**src/rtl/_tl_controller.sv**
```systemverilog
// Two-road traffic-light controller: four Moore states (A green/yellow, B green/yellow)
// with a saturating 4-bit dwell timer gating each advance.
module _tl_controller #(
    parameter int GREEN_MIN  = 4,
    parameter int YELLOW_LEN = 2
) (
    input  logic       clk,
    input  logic       reset,
    input  logic       Ta,
    input  logic       Tb,
    output logic [1:0] La,
    output logic [1:0] Lb,
    output logic [1:0] state
);

    typedef enum logic [1:0] {
        S0 = 2'b00,
        S1 = 2'b01,
        S2 = 2'b10,
        S3 = 2'b11
    } state_t;

    localparam logic [1:0] LIGHT_GREEN  = 2'b00;
    localparam logic [1:0] LIGHT_YELLOW = 2'b01;
    localparam logic [1:0] LIGHT_RED    = 2'b10;
    localparam logic [4:0] GREEN_CYCLES  = 5'(GREEN_MIN);
    localparam logic [4:0] YELLOW_CYCLES = 5'(YELLOW_LEN);

    state_t     state_reg;
    state_t     state_next;
    logic [3:0] timer_reg;
    logic [4:0] elapsed;
    logic       advance;

    // Cycles spent in the current state including this one; widened so that
    // the comparisons stay meaningful for GREEN_MIN = 1.
    assign elapsed = {1'b0, timer_reg} + 5'd1;

    always_comb begin
        advance    = 1'b0;
        state_next = state_reg;
        case (state_reg)
            S0: begin
                advance    = !Ta && (elapsed >= GREEN_CYCLES);
                state_next = advance ? S1 : S0;
            end
            S1: begin
                advance    = (elapsed == YELLOW_CYCLES);
                state_next = advance ? S2 : S1;
            end
            S2: begin
                advance    = !Tb && (elapsed >= GREEN_CYCLES);
                state_next = advance ? S3 : S2;
            end
            S3: begin
                advance    = (elapsed == YELLOW_CYCLES);
                state_next = advance ? S0 : S3;
            end
            default: begin
                advance    = 1'b1;
                state_next = S0;
            end
        endcase
    end

    function automatic logic [1:0] light_a(input state_t s);
        case (s)
            S0:      return LIGHT_GREEN;
            S1:      return LIGHT_YELLOW;
            default: return LIGHT_RED;
        endcase
    endfunction

    function automatic logic [1:0] light_b(input state_t s);
        case (s)
            S2:      return LIGHT_GREEN;
            S3:      return LIGHT_YELLOW;
            default: return LIGHT_RED;
        endcase
    endfunction

    // Lights are registered from the next state so they always match state_reg.
    always_ff @(posedge clk) begin
        if (reset) begin
            state_reg <= S0;
            timer_reg <= 4'd0;
            La        <= LIGHT_GREEN;
            Lb        <= LIGHT_RED;
        end else begin
            state_reg <= state_next;
            La        <= light_a(state_next);
            Lb        <= light_b(state_next);
            if (advance) begin
                timer_reg <= 4'd0;
            end else if (timer_reg != 4'hF) begin
                timer_reg <= timer_reg + 4'd1;
            end
        end
    end

    assign state = state_reg;

endmodule

```
**config.mk**
```make
export PLATFORM = sky130hd
export DESIGN_NAME = _tl_controller
export DESIGN_NICKNAME = d
export VERILOG_FILES = /design/src/rtl/_tl_controller.sv
export SDC_FILE = /design/constraint.sdc
export NUM_CORES = 1
export LEC_CHECK = 0
export CAP_MARGIN = 20
export CORE_UTILIZATION = 25
export DETAILED_ROUTE_END_ITERATION = 8
export SLEW_MARGIN = 30
export SYNTH_ARGS = -nofsm -noshare
export SYNTH_HDL_FRONTEND = slang
export SYNTH_SLANG_ARGS = --single-unit
export TNS_END_PERCENT = 100
```
**constraint.sdc**
```tcl
create_clock -name clk -period 3.6 [get_ports clk]
set_clock_uncertainty 0.05 [all_clocks]
set_input_delay 0.54 -clock clk [delete_from_list [all_inputs] [get_ports clk]]
set_output_delay 0.54 -clock clk [all_outputs]
set_load 0.05 [all_outputs]
```
Word-level counts from Yosys, hierarchy flattened
Cells that the tools add are included.

Bits in registers: 10. Input bits: 4. Output and inout port bits: 6. Logic and storage cells: 31.

$add $sub $neg: 2. Order comparisons: 1. Equal/unequal tests: 8. Multiplexer cells: 8. Reduce and logical (&&, ||, !) cells: 8.

Operators with widths (number): $eq 2x2->1 const B (4); $pmux 2 s2 (2); $pmux 2 s4 (1); $add 4x1->5 const B (1); $eq 5x2->1 const B (1); $ge 5x3->1 const B (1); $add 4x1->4 const B (1); $eq 2x1->1 const B (2); $logic_not 2->1 (2); $mux 2 (2); $ne 4x4->1 const B (1); $reduce_or 2->1 (2); $pmux 1 s3 (1); $logic_and 1x1->1 (2); $logic_not 1->1 (2); $mux 1 (2).

Longest topological paths before layout
Depth in word-level cells: 7. Depth in mapped cells: 5.

Worst setup path after synthesis
No wires, ideal clock.

Kind: register -> output. Start: register, netlist name La[1]. End: output state[1]. Arrival: 999 ps. Slack: 2011 ps. Stages on the path, launching flop included: 2. Path through: dfxtp_1 > buf_4.

RTL lines: end: declaration (RTL line 13) `output logic [1:0] state`.

Worst setup path after layout
Start: register La[1]. End: output La[1].

RTL lines: start: declaration (RTL line 11) `output logic [1:0] La,`; start signal: assignment (RTL line 91) `La <= light_a(state_next);`.

No word-level cell between the ends.

==> flow_summary.json <==
{
  "run_status": "complete, no violations",
  "synth-seq-area-share_pct": 43.9,
  "synth_most_common_cell": "sky130_fd_sc_hd__dfxtp_1",
  "drive_gt1_share_pct": 10.5,
  "use_met3_pct": 5.17,
  "cts_hold_buffers": 0,
  "critical-path-slowest-cell": "sky130_fd_sc_hd__clkdlybuf4s50_1",
  "floorplan.die_area_mm2": 0.00181,
  "grt_pass1_vias": 255,
  "timing.critical_path.required_ns": 3.01,
  "die_width_um": 42.5,
  "yosys.area_share.simple_pct": 19.2,
  "ir_drop_uv": 129,
  "cp.buffers_inverters": 1,
  "antenna_cells_inserted": 0,
  "worst-slew-pin-transition_ns": 0.488,
  "synth_top_area_cell": "sky130_fd_sc_hd__dfxtp_1",
  "detail_route.vias_per_cell": 4.78,
  "yosys.area_share.adder_pct": 6.10,
  "commonest_register_cell_after_synthesis": "sky130_fd_sc_hd__dfxtp_1",
  "timing.critical_path.from_type": "flip-flop",
  "yosys_register_bits": 9,
  "finalSetupTns_ns": 0,
  "async_flop_share_pct": 0,
  "post_synth_mux_area_share_pct": 0,
  "totalWireLength_um": 683,
  "grt_start_max_net_pins": 9,
  "place_inst": 69,
  "layout.core_utilization_pct": 35.4,
  "antenna_found_initial": 0,
  "synth_cells": 45,
  "initial_utilization_pct": 26.9,
  "synth_compound_area_share_pct": 25.0,
  "first_pass_iters": 4,
  "postRouteAntennaNets": 0,
  "synthesis.nets": 51,
  "largest_register_ffs": 4,
  "synth-edff-count": 0,
  "cts_max_path_bufs": 2,
  "dr_total_vias": 349,
  "synth_cell_types": 23,
  "cp.arrival_ns": 1.54,
  "synth-xor-area-share_pct": 2.13,
  "drt_iter0_drc": 4,
  "cts_num_sinks": 9,
  "cpLargestDelayFamily": "buffers and inverters",
  "cts-buffers-inserted": 3,
  "p_total_uw": 242,
  "rsz_0062_raised_after_global_routing": "no",
  "slew_violations": 0,
  "clk_pin_slew_ns": 0.06,
  "synth.top_cell.area_share_pct": 43.9,
  "global_route.usage.met2_pct": 10.8,
  "cap_viol_max_count": 0,
  "timing_worst_setup_path_type": "reg2out",
  "fin_crit_ns": 2.13,
  "design_area_um2": 539,
  "grt_util_met1_pct": 11.1,
  "combinational_family_with_the_most_area_after_synthesis": "compound AO/OA/AOI/OAI gates",
  "ys_top_cells_by_count": "9 x sky130_fd_sc_hd__dfxtp_1, 4 x sky130_fd_sc_hd__o21ai_0",
  "place_congestion": 0.731,
  "grt_pass1_wl_um": 1120,
  "crit_path_max_fanout": 8,
  "cts_resized": 0,
  "core_area_mm2": 0.00152,
  "insertion_delay_ns": 0.26,
  "groute.usage.overall_pct": 8.70,
  "boundaryPins": 10,
  "drc_errors": 0,
  "min_period_over_period_pct": 59.1,
  "overflow": 0,
  "synth_warnings": 0,
  "area_of_placed_instances_um2": 513,
  "placementRows": 14,
  "final_net_count": 64,
  "timing.fmax_mhz": 470,
  "critical_path.endpoint_type": "output port",
  "area.growth.synth_to_final_pct": 31.4,
  "post-cts-setup-buffers": 0,
  "instances_no_fill": 73,
  "hold_path.class": "reg2reg",
  "final_hold_viol_count": 0,
  "route.detailed.wl_per_inst_um": 9.36,
  "fp.dieH_um": 42.5,
  "fin_ws_ns": 1.47,
  "grt_most_used_layer": "met1",
  "tritoncts": "yes",
  "cellPowerDensity_mw_per_mm2": 449,
  "crit_path_max_incr_delay_ns": 0.84,
  "buffer_ports.inserted": 9,
  "crit_chain": "clkdlybuf4s50_1",
  "synth_area_per_cell_um2": 9.12,
  "clock_tree.root_cell": "sky130_fd_sc_hd__clkbuf_4",
  "setup-violations-final": 0,
  "layout.filler_cells": 157,
  "dpl_worst_slack_ns": 1.74,
  "summed_instance_area_of_the_synthesized_netlist_um2": 410,
  "clock_tree.htree_level_count": 1,
  "synth.top_cells.by_area": "sky130_fd_sc_hd__dfxtp_1 44%, sky130_fd_sc_hd__ha_1 6.1%, sky130_fd_sc_hd__o21ai_0 4.9%, sky130_fd_sc_hd__a21oi_1 3.7%, sky130_fd_sc_hd__nand3_1 3.7%",
  "power_leakage_nw": 0.183,
  "worst_hold_slack_ns": 0.486,
  "worst_slew_margin_rel_pct": 67.4
}
==> placed cells by master, fill, tap and decap left out, types with 2 or more instances in the layout <==
master,instances
sky130_fd_sc_hd__dfxtp_1,9
sky130_fd_sc_hd__clkdlybuf4s50_1,9
sky130_fd_sc_hd__o21ai_0,4
sky130_fd_sc_hd__nand2_1,3
sky130_fd_sc_hd__a21oi_1,3
sky130_fd_sc_hd__nand3_1,3
sky130_fd_sc_hd__nor3_1,3
sky130_fd_sc_hd__clkbuf_4,3
sky130_fd_sc_hd__inv_1,2
sky130_fd_sc_hd__a211oi_1,2
sky130_fd_sc_hd__ha_1,2
==> kinds of logic after synthesis <==
group	after synthesis
adder cells (fa/ha/maj)	2
flip-flops	9
AND/OR/NAND/NOR	15
XOR/XNOR	1
AO/OA/AOI/OAI	15
buffers and inverters	3
==> layout make-up <==
type                    instances  area, µm²  share of cell area [%]
inverters                       2       7.51                    1.39
flip-flops and latches          9        180                    33.4
clock buffers                   4       26.3                    4.87
repair buffers                  9       90.1                    16.7
multi-input cells              33        215                    39.9
well taps                      16       20.0                    3.71
==> final timing paths <==
check,startpoint,slack [ns],to,cells past startpoint
hold reg to reg,La[1]$_SDFF_PP0_,0.49,Lb[0]$_SDFF_PP0_,2
setup reg to reg,timer_reg[0]$_SDFFE_PP0N_,1.95,Lb[1]$_SDFF_PP1_,5
hold / removal,La[1]$_SDFF_PP0_,0.49,Lb[0]$_SDFF_PP0_,2
setup / recovery,La[1]$_SDFF_PP0_,1.47,La[1],1
==> power breakdown <==
part           internal (mW)  switching (mW)  leakage (nW)
sequential             0.107         0.00894        0.0733
combinational         0.0196          0.0279        0.0943
clock                 0.0427          0.0358        0.0150
total                  0.170          0.0726         0.183
==> routing by layer <==
metal | vias to the layer above | wire length [µm]
li1 | 189 | -
met1 | 150 | 364
met2 | 8 | 273
met3 | 2 | 36
met4 | 0 | 8
met5 | - | 0
Power figures use the tool's default switching activity.
